$ cat config.mk
export PLATFORM = sky130hd
export DESIGN_NAME = encaps_sequencer
export DESIGN_NICKNAME = d
export VERILOG_FILES = /design/src/rtl/encaps_sequencer.sv
export SDC_FILE = /design/constraint.sdc
export NUM_CORES = 1
export LEC_CHECK = 0
export CORE_MARGIN = 4
export CORE_UTILIZATION = 40
export CTS_CLUSTER_SIZE = 12
export DETAILED_ROUTE_END_ITERATION = 10
export PLACE_DENSITY = 0.65
export REMOVE_ABC_BUFFERS = 1
export SLEW_MARGIN = 0
export SYNTH_ARGS = -nofsm -noshare
export SYNTH_HDL_FRONTEND = slang
export SYNTH_SLANG_ARGS = --single-unit
export TNS_END_PERCENT = 20
$ cat constraint.sdc
create_clock -name clk -period 1.5 [get_ports clk]
set_input_delay 0.3 -clock clk [delete_from_list [all_inputs] [get_ports clk]]
set_output_delay 0.3 -clock clk [all_outputs]
set_load 0.01 [all_outputs]
$ cat src/rtl/encaps_sequencer.sv
// Control sequencer for one encapsulation: key unpack, accumulator clear,
// coefficient sampling/multiply/lift, then hashing, with wait timeouts.
module encaps_sequencer #(
  parameter int N_COEF  = 700,
  parameter int TIMEOUT = 4095
) (
  input  logic       clk,
  input  logic       rst_n,
  input  logic       start,
  input  logic       up_done,
  input  logic       hash_fin,
  output logic       unpack_en,
  output logic       enc_clr,
  output logic       sample_en,
  output logic       mul_en,
  output logic       lift_en,
  output logic       hash_start,
  output logic [9:0] coef_idx,
  output logic       busy,
  output logic       done,
  output logic       err
);

  localparam int              WW         = (TIMEOUT < 2) ? 1 : $clog2(TIMEOUT + 1);
  localparam logic [WW-1:0]   WAIT_LIMIT = WW'(TIMEOUT);
  localparam logic [9:0]      LAST_IDX   = 10'(N_COEF - 1);

  typedef enum logic [2:0] {
    S_IDLE,
    S_UNPACK,
    S_CLEAR,
    S_SAMPLE,
    S_HASH,
    S_DONE,
    S_ERR
  } state_t;

  state_t        state;
  state_t        state_next;
  logic [WW-1:0] wait_cnt;

  // Wait counter restarts on every state change, so it is zero on entry.
  always_ff @(posedge clk) begin
    if (!rst_n) begin
      state    <= S_IDLE;
      wait_cnt <= '0;
      coef_idx <= '0;
    end else begin
      state <= state_next;
      if (state_next != state)
        wait_cnt <= '0;
      else if (state == S_UNPACK || state == S_HASH)
        wait_cnt <= wait_cnt + 1'b1;
      if (state == S_SAMPLE && coef_idx != LAST_IDX)
        coef_idx <= coef_idx + 1'b1;
      else
        coef_idx <= '0;
    end
  end

  // Outputs depend only on state and counters; inputs steer state_next.
  always_comb begin
    state_next = state;
    unpack_en  = 1'b0;
    enc_clr    = 1'b0;
    sample_en  = 1'b0;
    mul_en     = 1'b0;
    lift_en    = 1'b0;
    hash_start = 1'b0;
    busy       = 1'b0;
    done       = 1'b0;
    err        = 1'b0;
    case (state)
      S_IDLE: begin
        if (start) state_next = S_UNPACK;
      end
      S_UNPACK: begin
        unpack_en = 1'b1;
        busy      = 1'b1;
        if (up_done)                      state_next = S_CLEAR;
        else if (wait_cnt == WAIT_LIMIT)  state_next = S_ERR;
      end
      S_CLEAR: begin
        enc_clr    = 1'b1;
        busy       = 1'b1;
        state_next = S_SAMPLE;
      end
      S_SAMPLE: begin
        sample_en = 1'b1;
        mul_en    = 1'b1;
        lift_en   = 1'b1;
        busy      = 1'b1;
        if (coef_idx == LAST_IDX) state_next = S_HASH;
      end
      S_HASH: begin
        busy       = 1'b1;
        hash_start = (wait_cnt == '0);
        // A finish flag seen on the launch cycle is stale and must not count.
        if (hash_fin && wait_cnt != '0)  state_next = S_DONE;
        else if (wait_cnt == WAIT_LIMIT) state_next = S_ERR;
      end
      S_DONE: begin
        done = 1'b1;
        if (start) state_next = S_UNPACK;
      end
      S_ERR: begin
        err = 1'b1;
        if (start) state_next = S_UNPACK;
      end
      default: state_next = S_IDLE;
    endcase
  end

endmodule

Word-level counts from Yosys, hierarchy flattened
Cells that the tools add are included.
{"block": "word_totals", "out_inout_bits": 19, "elab_cells": 39, "input_bits": 5, "register_bits": 25}
{"block": "op_classes", "n_eq_ne": 10, "n_addsub": 2, "reduce_logical": 10, "bitwise_logic": 1, "n_mux": 13}
{"cell": "$mux 3", "count": 5}
{"cell": "$pmux 3 s5", "count": 1}
{"cell": "$add 12x1->12 const B", "count": 1}
{"cell": "$eq 12x12->1 const B", "count": 1}
{"cell": "$logic_not 12->1", "count": 1}
{"cell": "$reduce_bool 12->1", "count": 1}
{"cell": "$add 10x1->10 const B", "count": 1}
{"cell": "$eq 10x10->1 const B", "count": 1}
{"cell": "$ne 10x10->1 const B", "count": 1}
{"cell": "$eq 3x3->1 const B", "count": 3}
{"cell": "$mux 1", "count": 7}
{"cell": "$eq 3x2->1 const B", "count": 2}
{"cell": "$reduce_or 4->1", "count": 1}
{"cell": "$eq 3x1->1 const B", "count": 1}
{"cell": "$logic_not 3->1", "count": 1}
{"cell": "$ne 3x3->1", "count": 1}
{"cell": "$reduce_or 3->1", "count": 1}
{"cell": "$logic_and 1x1->1", "count": 2}
{"cell": "$reduce_and 2->1", "count": 1}
{"cell": "$reduce_or 2->1", "count": 1}
{"cell": "$logic_or 1x1->1", "count": 1}
{"cell": "$not 1->1", "count": 1}

Depth between registers and ports, before layout
Gate-level depths: netlist (run 1).
{"block": "depth", "word_depth": 6, "ltp_mapped": 8, "mapped_depth_nobuf": 7}

Worst setup path after synthesis (run 1)
Ideal clock, no wire load.
{"block": "synth_timing", "kind": "reg2reg", "from": "register coef_idx[0]", "to": "register wait_cnt[11]", "path_stages_with_launch": 7, "t_arrival_ps": 1496, "setup_ps": 132, "synth_period_minus_slack_ps": 1628, "setup_slack_ps": -128, "required_time_ps": 1368, "path_buffers": 0, "path_cell_list": "dfxtp_1 -> ha_1 -> nand3_1 -> nor4_2 -> a21oi_1 -> o21ai_2 -> nor3_1"}
{"block": "synth_via", "elab_chain_cells": 5}
{"item": "start, declared", "line": "18", "source": "output logic [9:0] coef_idx,"}
{"item": "start signal, assigned", "line": "55", "source": "coef_idx <= coef_idx + 1'b1;"}
{"item": "$eq 10x10->1", "line": "93", "source": "if (coef_idx == LAST_IDX) state_next = S_HASH;"}
{"item": "$mux 3", "line": "93"}
{"item": "$pmux 3 s5", "line": "73", "source": "case (state)"}
{"item": "$ne 3x3->1", "line": "50", "source": "if (state_next != state)"}
{"item": "$reduce_or 2->1 (no line)"}
{"item": "end signal, assigned", "line": "53", "source": "wait_cnt <= wait_cnt + 1'b1;"}
{"item": "end, declared", "line": "40", "source": "logic [WW-1:0] wait_cnt;"}
No other way between the ends.
A chain may end at the register's enable or synchronous reset.

Worst setup path after layout (run 1)
{"block": "layout_timing", "from": "register wait_cnt[1]", "to": "output port hash_start"}
{"block": "layout_via", "elab_chain_cells": 2}
{"item": "$logic_not 12->1", "line": "97", "source": "hash_start = (wait_cnt == '0);"}
{"item": "$mux 1", "line": "73"}
{"item": "end, declared", "line": "17", "source": "output logic hash_start,"}
No other way between the ends.

==> summary.md, run 1 <==
| Metric | Value |
|---|---|
| Worst Tran Pin Value | `0.413 ns` |
| Avg Inst Size Synth | `8.65 sq um` |
| Period minus WS final | `1.83 ns` |
| Reg-to-Reg Start | `wait_cnt[1]$_SDFFE_PP0P_` |
| Number of nets with antenna violations after routing | `0` |
| RSZ-0062 raised after global routing | `yes` |
| Relative slew slack | `72.2%` |
| Antenna diode count | `0` |
| CP Capture Point | `hash_start` |
| Highest clock rate | `546 MHz` |
| R2r endpoint | `state[1]$_SDFF_PN0_` |
| # placed instances | `273` |
| Final worst-path setup slack | `-0.332 ns` |
| Routed wire length on met3 | `115 um` |
| Share of the cycle needed by the critical path after routing | `122%` |
| Total net switching power | `0.344 mW` |
| Reg-to-reg setup timing slack | `-0.23 ns` |
| Number of hold violations in the final report | `0` |
| NumNets Final | `249` |
| Initial antenna violation count | `0` |
| Vert. Die Dim | `67.4 um` |
| Final instance count without filler cells | `286` |
| Detailed Route WL | `3890 um` |
| P_int | `0.938 mW` |
| Number of pins exceeding their max-slew limit in the final report | `0` |
| CTS Buf Count | `3` |
| Count of state elements after synthesis | `25` |
| Maximum VDD drop | `346 uV` |
| Clock network fraction of design power | `24.0%` |
| Die boundary width | `67.4 um` |
| Placer congestion estimate | `0.877` |
| Cell count after synthesis | `163` |
| Fillers | `289` |
| Starting Density | `41.9%` |
| Average via count per standard cell | `4.95` |
| Worst min path class | `reg -> reg` |
| Crit path from | `wait_cnt[1]$_SDFFE_PP0P_` |
| Area of the die | `4540 sq um` |
| Critical Path Sink Type | `output port` |
| Largest clock skew in the final design | `0.00621 ns` |
| Metal1 wirelength | `1600 um` |
| Post-synthesis cell area | `1410 sq um` |
| First-iteration detailed-routing DRC count | `99` |
| Number of distinct library cells after synthesis | `41` |
| Required time reported for the critical path endpoint | `1.20 ns` |
| Clk root buf | `clkbuf_4` |
| Maximum root-to-sink buffer count | `2` |
| Library cell with the largest summed area after synthesis | `dfxtp_1` |
| Combinational Power Share | `22.7%` |
| Worst hold slack after final layout | `0.523 ns` |
| Row count | `21` |
| Clock transition at the registers of the reported paths | `0.14 ns` |
| Share of post-route cells with drive strength above 1 | `48.3%` |
| Clock net sink count | `25` |
| Average wire per standard cell | `13.6 um` |
| Vias in the first global route | `1,476` |
| Failing checks | `setup timing` |
| TritonCTS clock tree | `yes` |
| Final TNS setup | `-3.20 ns` |
| Part of the total power dissipated in sequential elements | `53.2%` |
| Routed length on met2 | `2080 um` |
| Residual DRC count | `0` |
| Gr usage total | `19.1%` |
| Synth-to-layout area growth | `60.5%` |
| Vias post-DR | `1,415` |
| Cell depth of the worst flop-to-flop path | `9` |
| Maximum number of pins on one net before global-route repair | `14` |
| Top post-synthesis cells by area | `dfxtp_1, nor2_1, xnor2_1, xor2_1, nor3_2` |
| Clock insertion delay at the later pin of the skew report | `0.32 ns` |
| Number of search-and-repair iterations in the first detailed-routing pass | `4` |
| Max_cap viols | `0` |
| Proportion of total power due to net switching | `26.8%` |
| Warning count from the yosys run | `0` |
| Final setup violation count | `29` |
| Area used by multi-input combinational logic | `967 sq um` |
| Startpoint types | `register` |
| Register area | `512 sq um` |
| Count of pins on the block boundary | `24` |
| Critical path fanouts, max | `2` |
| Hold Buf Count CTS | `0` |
| Maximum level of the CTS H-tree | `1` |
| Quantity of I/O buffers inserted on ports | `23` |
| Area fraction of the dominant cell type after synthesis | `35.5%` |
| Areal power density over the cells | `567 nW/um^2` |
| Detailed Place HPWL | `2780 um` |
| Worst Setup Path Type | `reg -> out` |
| Run status | `finished with violations` |
| Uppermost signal routing layer after detailed routing | `met4` |
| Total grt overflow | `0` |
| Sequential area share after synthesis | `35.5%` |
| Most used cells in the layout excluding fill and tap cells | `buf_4, nor2_1, dfxtp_1` |
| Leading cell type in the layout, fill and taps excluded | `buf_4` |
| Critical path data arrival time | `1.53 ns` |
| First-pass GRT wire length | `6600 um` |
| Standby leakage power | `0.936 nW` |
| Area inside the core boundary | `3360 sq um` |
==> sequential cells by signal, indices dropped and copies added, names as in the netlist <==
signal and count:
coef_idx 10, state 3, wait_cnt 12
==> per-layer routing <==
layer / vias up / global-route usage (%)
met3: 12 / 3.33
met2: 34 / 35.0
met1: 655 / 21.4
met5: - / 0
met4: 0 / 8.35
li1: 714 / -
==> worst min-delay path by stage <==
stage,startpoint,cells past startpoint,end,slack (ns)
after floorplan,up_done,2,state[1]$_SDFF_PN0_,0.46
after detailed placement,coef_idx[0]$_SDFF_PN0_,2,coef_idx[0]$_SDFF_PN0_,0.53
final,coef_idx[0]$_SDFF_PN0_,2,coef_idx[0]$_SDFF_PN0_,0.52
after global routing,coef_idx[0]$_SDFF_PN0_,2,coef_idx[0]$_SDFF_PN0_,0.56
after CTS,coef_idx[0]$_SDFF_PN0_,2,coef_idx[0]$_SDFF_PN0_,0.53
after global placement,coef_idx[0]$_SDFF_PN0_,2,coef_idx[0]$_SDFF_PN0_,0.52
==> layout make-up <==
cell class,count,share of cell area (%)
clock buffers,4,1.16
repair buffers,80,29.0
multi-input cells,122,42.7
inverters,9,1.93
flip-flops and latches,25,22.6
well taps,46,2.54
==> cell usage after synthesis <==
cell type / instances
nand3b_1: 1
xnor2_1: 10
a22oi_2: 1
and2_1: 1
buf_6: 1
ha_1: 3
and4_1: 1
o211ai_1: 1
nor3b_2: 1
nor2_1: 24
nor3b_1: 1
o21ba_2: 1
nand2_1: 11
o21ai_2: 1
nand4bb_1: 1
mux2i_1: 1
nor3_2: 6
xor2_1: 10
buf_2: 1
and3_1: 4
maj3_2: 1
maj3_1: 1
inv_2: 1
nand3_1: 9
nand2b_1: 4
nor4b_1: 2
nor2_2: 4
dfxtp_1: 25
xnor2_2: 1
or2_2: 1
o21ai_0: 2
a21oi_1: 1
nor3_1: 5
a31oi_1: 2
clkbuf_1: 1
buf_4: 4
or4b_4: 1
nor4_2: 2
o221ai_1: 1
nand4_1: 6
inv_1: 8
==> metrics by stage <==
step                util, %  worst slack, ns  total power, mW  cell area (sq um)
finish                 67.3           -0.332             1.28               2260
CTS                    64.0           -0.341             1.26               2150
global placement       59.7           -0.452            0.908               2010
floorplan                 -           -0.374            0.798               1360
global route           67.3           -0.422             1.36               2260
detailed placement     59.7           -0.544            0.916               2010
==> critical path, stage by stage, from the launching register on <==
cell     delay, ns
dfxtp_2       0.35
inv_2         0.06
ha_4          0.12
nor4b_4       0.19
and4_1        0.24
and2_1        0.13
buf_2         0.12
==> power groups by stage <==
stage | Sequential, mW | Clock, mW | Combinational (mW)
floorplan | 0.705 | 0 | 0.0926
global placement | 0.693 | 0 | 0.215
detailed placement | 0.693 | 0 | 0.222
CTS | 0.682 | 0.319 | 0.255
global route | 0.684 | 0.355 | 0.317
finish | 0.683 | 0.308 | 0.291
==> what timing repair did <==
item	CTS	global route
buffers inserted	6	4
resized for setup	84	18
endpoints found under the setup margin	44	34
pin swaps	7	14
==> cell families after synthesis <==
kind of cell               count (synthesis)  share of synthesized area [%]
adders and majority gates                  5                           4.17
muxes                                      1                          0.710
DFF                                       25                           35.5
buffers and inverters                     16                           5.94
xor gates and xnor gates                  21                           13.6
AOI/OAI and AO/OA                         10                           5.32
and+or+nand+nor                           85                           34.8
(Power assumes the default switching activity.)
==> inputs of run 2 (changes only) <==
- PLACE_DENSITY: 0.65 -> unset
- clock period: 1.5 -> 1.9 ns (I/O delays scaled with it)
==> run 2 against run 1 <==
Against the previous run:
- the run now ends clean
- register-to-register slack better by 0.35 ns
- count of clock-buffer cells in the layout unchanged
- utilization is 11 points lower
- sequential share of layout area increased by 4.1 points
- final area down 17%
- routed wire length down 18%
- non-clock buffer count fell by 35
- global-route usage down 3.0 points
- die area is the same
- final cell count down 12%
- sequential power is 21% lower
- highest routed layer unchanged
==> summary.md, run 2 (synthesis gave the netlist of run 1 again) <==
| Metric | Value |
|---|---|
| Run status | `finished, final reports clean (was finished with violations)` |
| Part of the total power dissipated in sequential elements | `58.6% (was 53.2%)` |
| Standby leakage power | `0.713 nW (was 0.936 nW)` |
| Row count | `21 (unchanged)` |
| Number of pins exceeding their max-slew limit in the final report | `0 (unchanged)` |
| Proportion of total power due to net switching | `25.7% (was 26.8%)` |
| Relative slew slack | `70.6% (was 72.2%)` |
| Maximum root-to-sink buffer count | `2 (unchanged)` |
| Antenna diode count | `0 (unchanged)` |
| Global-route layer with the greatest usage | `met2 (unchanged)` |
| Worst Setup Path Type | `reg -> out (unchanged)` |
| Number of search-and-repair iterations in the first detailed-routing pass | `4 (unchanged)` |
| Initial antenna violation count | `0 (unchanged)` |
| Clock net sink count | `25 (unchanged)` |
| Maximum number of pins on one net before global-route repair | `14 (unchanged)` |
| Die boundary width | `67.4 um (unchanged)` |
| Synth-to-layout area growth | `33.7% (was 60.5%)` |
| Period minus WS final | `1.87 ns` |
| Met1 capacity usage during global routing | `20.5% (was 21.4%)` |
| Final TNS setup | `0 ns (was -3.20 ns)` |
| Highest clock rate | `536 MHz` |
| Area of the die | `4540 sq um (unchanged)` |
| Quantity of I/O buffers inserted on ports | `23 (unchanged)` |
| Worst slack at placement | `-0.223 ns (was -0.544 ns)` |
| Maximum VDD drop | `315 uV (was 346 uV)` |
| Critical path data arrival time | `1.49 ns (was 1.53 ns)` |
| Average via count per standard cell | `5.00 (was 4.95)` |
| First-iteration detailed-routing DRC count | `30 (was 99)` |
| Vias post-DR | `1,255 (was 1,415)` |
| Clock insertion delay at the later pin of the skew report | `0.31 ns (was 0.32 ns)` |
| RSZ-0062 raised after global routing | `yes (unchanged)` |
| Flip-flop count of the largest register, all copies and words added | `12 (unchanged)` |
| Clock network fraction of design power | `25.8% (was 24.0%)` |
| Total grt overflow | `0 (unchanged)` |
| Number of hold violations in the final report | `0 (unchanged)` |
| TritonCTS clock tree | `yes (unchanged)` |
| Largest clock skew in the final design | `0.00214 ns (was 0.00621 ns)` |
| Detailed Route WL | `3210 um (was 3890 um)` |
| Area inside the core boundary | `3360 sq um (unchanged)` |
| Maximum level of the CTS H-tree | `1 (unchanged)` |
| Total power of the final layout | `0.919 mW (was 1.28 mW)` |
| Worst min path class | `reg -> reg (unchanged)` |
| Average wire per standard cell | `12.8 um (was 13.6 um)` |
| Final design instance area without fill | `1890 sq um (was 2260 sq um)` |
| First-pass GRT wire length | `5620 um (was 6600 um)` |
| Areal power density over the cells | `487 nW/um^2 (was 567 nW/um^2)` |
| Detailed Place HPWL | `2440 um (was 2780 um)` |
| Share of post-route cells with drive strength above 1 | `27.8% (was 48.3%)` |
| Most used cells in the layout excluding fill and tap cells | `nor2_1, dfxtp_1, buf_4 (was buf_4, nor2_1, dfxtp_1)` |
| CTS Buf Count | `3 (unchanged)` |
| Count of pins on the block boundary | `24 (unchanged)` |
| Placer congestion estimate | `0.841 (was 0.877)` |
| Starting Density | `41.9% (unchanged)` |
| Gr usage total | `16.1% (was 19.1%)` |
| Fillers | `351 (was 289)` |
| Number of nets with antenna violations after routing | `0 (unchanged)` |
| Total net switching power | `0.236 mW (was 0.344 mW)` |
| Critical path fanouts, max | `2 (unchanged)` |
| Startpoint types | `register (unchanged)` |
| Max_cap viols | `0 (unchanged)` |
| Global routing met3 resource utilization | `3.33% (unchanged)` |
| Vias in the first global route | `1,283 (was 1,476)` |
| Worst Tran Pin Value | `0.436 ns (was 0.413 ns)` |
| Instance area at placement | `1810 sq um (was 2010 sq um)` |
| Clk root buf | `clkbuf_4 (unchanged)` |
| Critical Path Sink Type | `output port (unchanged)` |
| Combinational Power Share | `15.6% (was 22.7%)` |
| P_int | `0.683 mW (was 0.938 mW)` |
| Final worst-path setup slack | `0.0327 ns (was -0.332 ns)` |
| Register with the most flip-flops | `wait_cnt (unchanged)` |
| Largest registers in the final layout | `wait_cnt x12, coef_idx x10, state x3 (unchanged)` |
| Share of the cycle needed by the critical path after routing | `98.3%` |
| Residual DRC count | `0 (unchanged)` |
| Vert. Die Dim | `67.4 um (unchanged)` |
| NumNets Final | `214 (was 249)` |
| Required time reported for the critical path endpoint | `1.52 ns (was 1.20 ns)` |
| Clock transition at the registers of the reported paths | `0.13 ns (was 0.14 ns)` |
| Final setup violation count | `0 (was 29)` |
| GR Util met2 | `27.0% (was 35.0%)` |
| Leading cell type in the layout, fill and taps excluded | `nor2_1 (was buf_4)` |
## run 2: changes by cell type in the layout (fill, tap and decap cells not counted), moves of 4 or more
| cell | delta |
|---|---|
| buf_2 | -7 |
| buf_4 | -25 |
| buf_6 | -9 |
| clkdlybuf4s50_1 | +10 |
| dfxtp_1 | +6 |
| dfxtp_2 | -6 |
| nor2_4 | -4 |
## run 2: repair_timing
item | in CTS | in global routing
endpoints found under the setup margin | 9 | 15
hold buffers | 0 | 0
endpoints found under the hold margin | 0 | 0
gates resized for setup | 18 | 8
pin swaps | 2 | 2
buffers inserted | 0 | 1
## run 2: power by group through the flow
stage | combinational [mW] | clock [mW] | sequential (mW)
3_5_place_dp | 0.142 | 0 | 0.548
2_1_floorplan | 0.0731 | 0 | 0.557
6_report | 0.143 | 0.237 | 0.538
3_3_place_gp | 0.141 | 0 | 0.548
4_1_cts | 0.139 | 0.248 | 0.538
5_1_grt | 0.160 | 0.265 | 0.539
## run 2: path summary, 6_finish.rpt
kind                            start                        to  slack (ns)  cells after the start
max reg2reg  wait_cnt[0]$_SDFFE_PP0P_  wait_cnt[5]$_SDFFE_PP0P_        0.12                      9
min            coef_idx[0]$_SDFF_PN0_    coef_idx[0]$_SDFF_PN0_        0.55                      2
max          wait_cnt[0]$_SDFFE_PP0P_                hash_start        0.03                      6
min reg2reg    coef_idx[0]$_SDFF_PN0_    coef_idx[0]$_SDFF_PN0_        0.55                      2
## run 2: metrics by stage
stage               hold slack [ns]  instances  util [%]
detailed placement            0.527        246      53.7
global route                  0.593        251      56.1
floorplan                     0.480        156         -
global placement              0.525        246      53.7
CTS                           0.551        250      54.8
finish                        0.546        251      56.1
## run 2: critical path: stages, from the launching register on
cell	delay, ns
dfxtp_2	0.35
inv_2	0.06
ha_4	0.12
nor4b_4	0.18
and4_1	0.23
and2_1	0.12
buf_2	0.12
## run 2: area by class of cell
type | count | area (sq um) | area share (%)
multi-input cells | 122 | 883 | 46.8
flip-flops and latches | 25 | 504 | 26.7
repair buffers | 45 | 380 | 20.2
well taps | 46 | 57.6 | 3.05
inverters | 9 | 33.8 | 1.79
clock buffers | 4 | 26.3 | 1.39
## run 2: per-layer routing
metal / routed length, um / vias up
met4: 42 / 0
met3: 149 / 4
li1: - / 635
met1: 1510 / 586
met2: 1510 / 30
met5: 0 / -
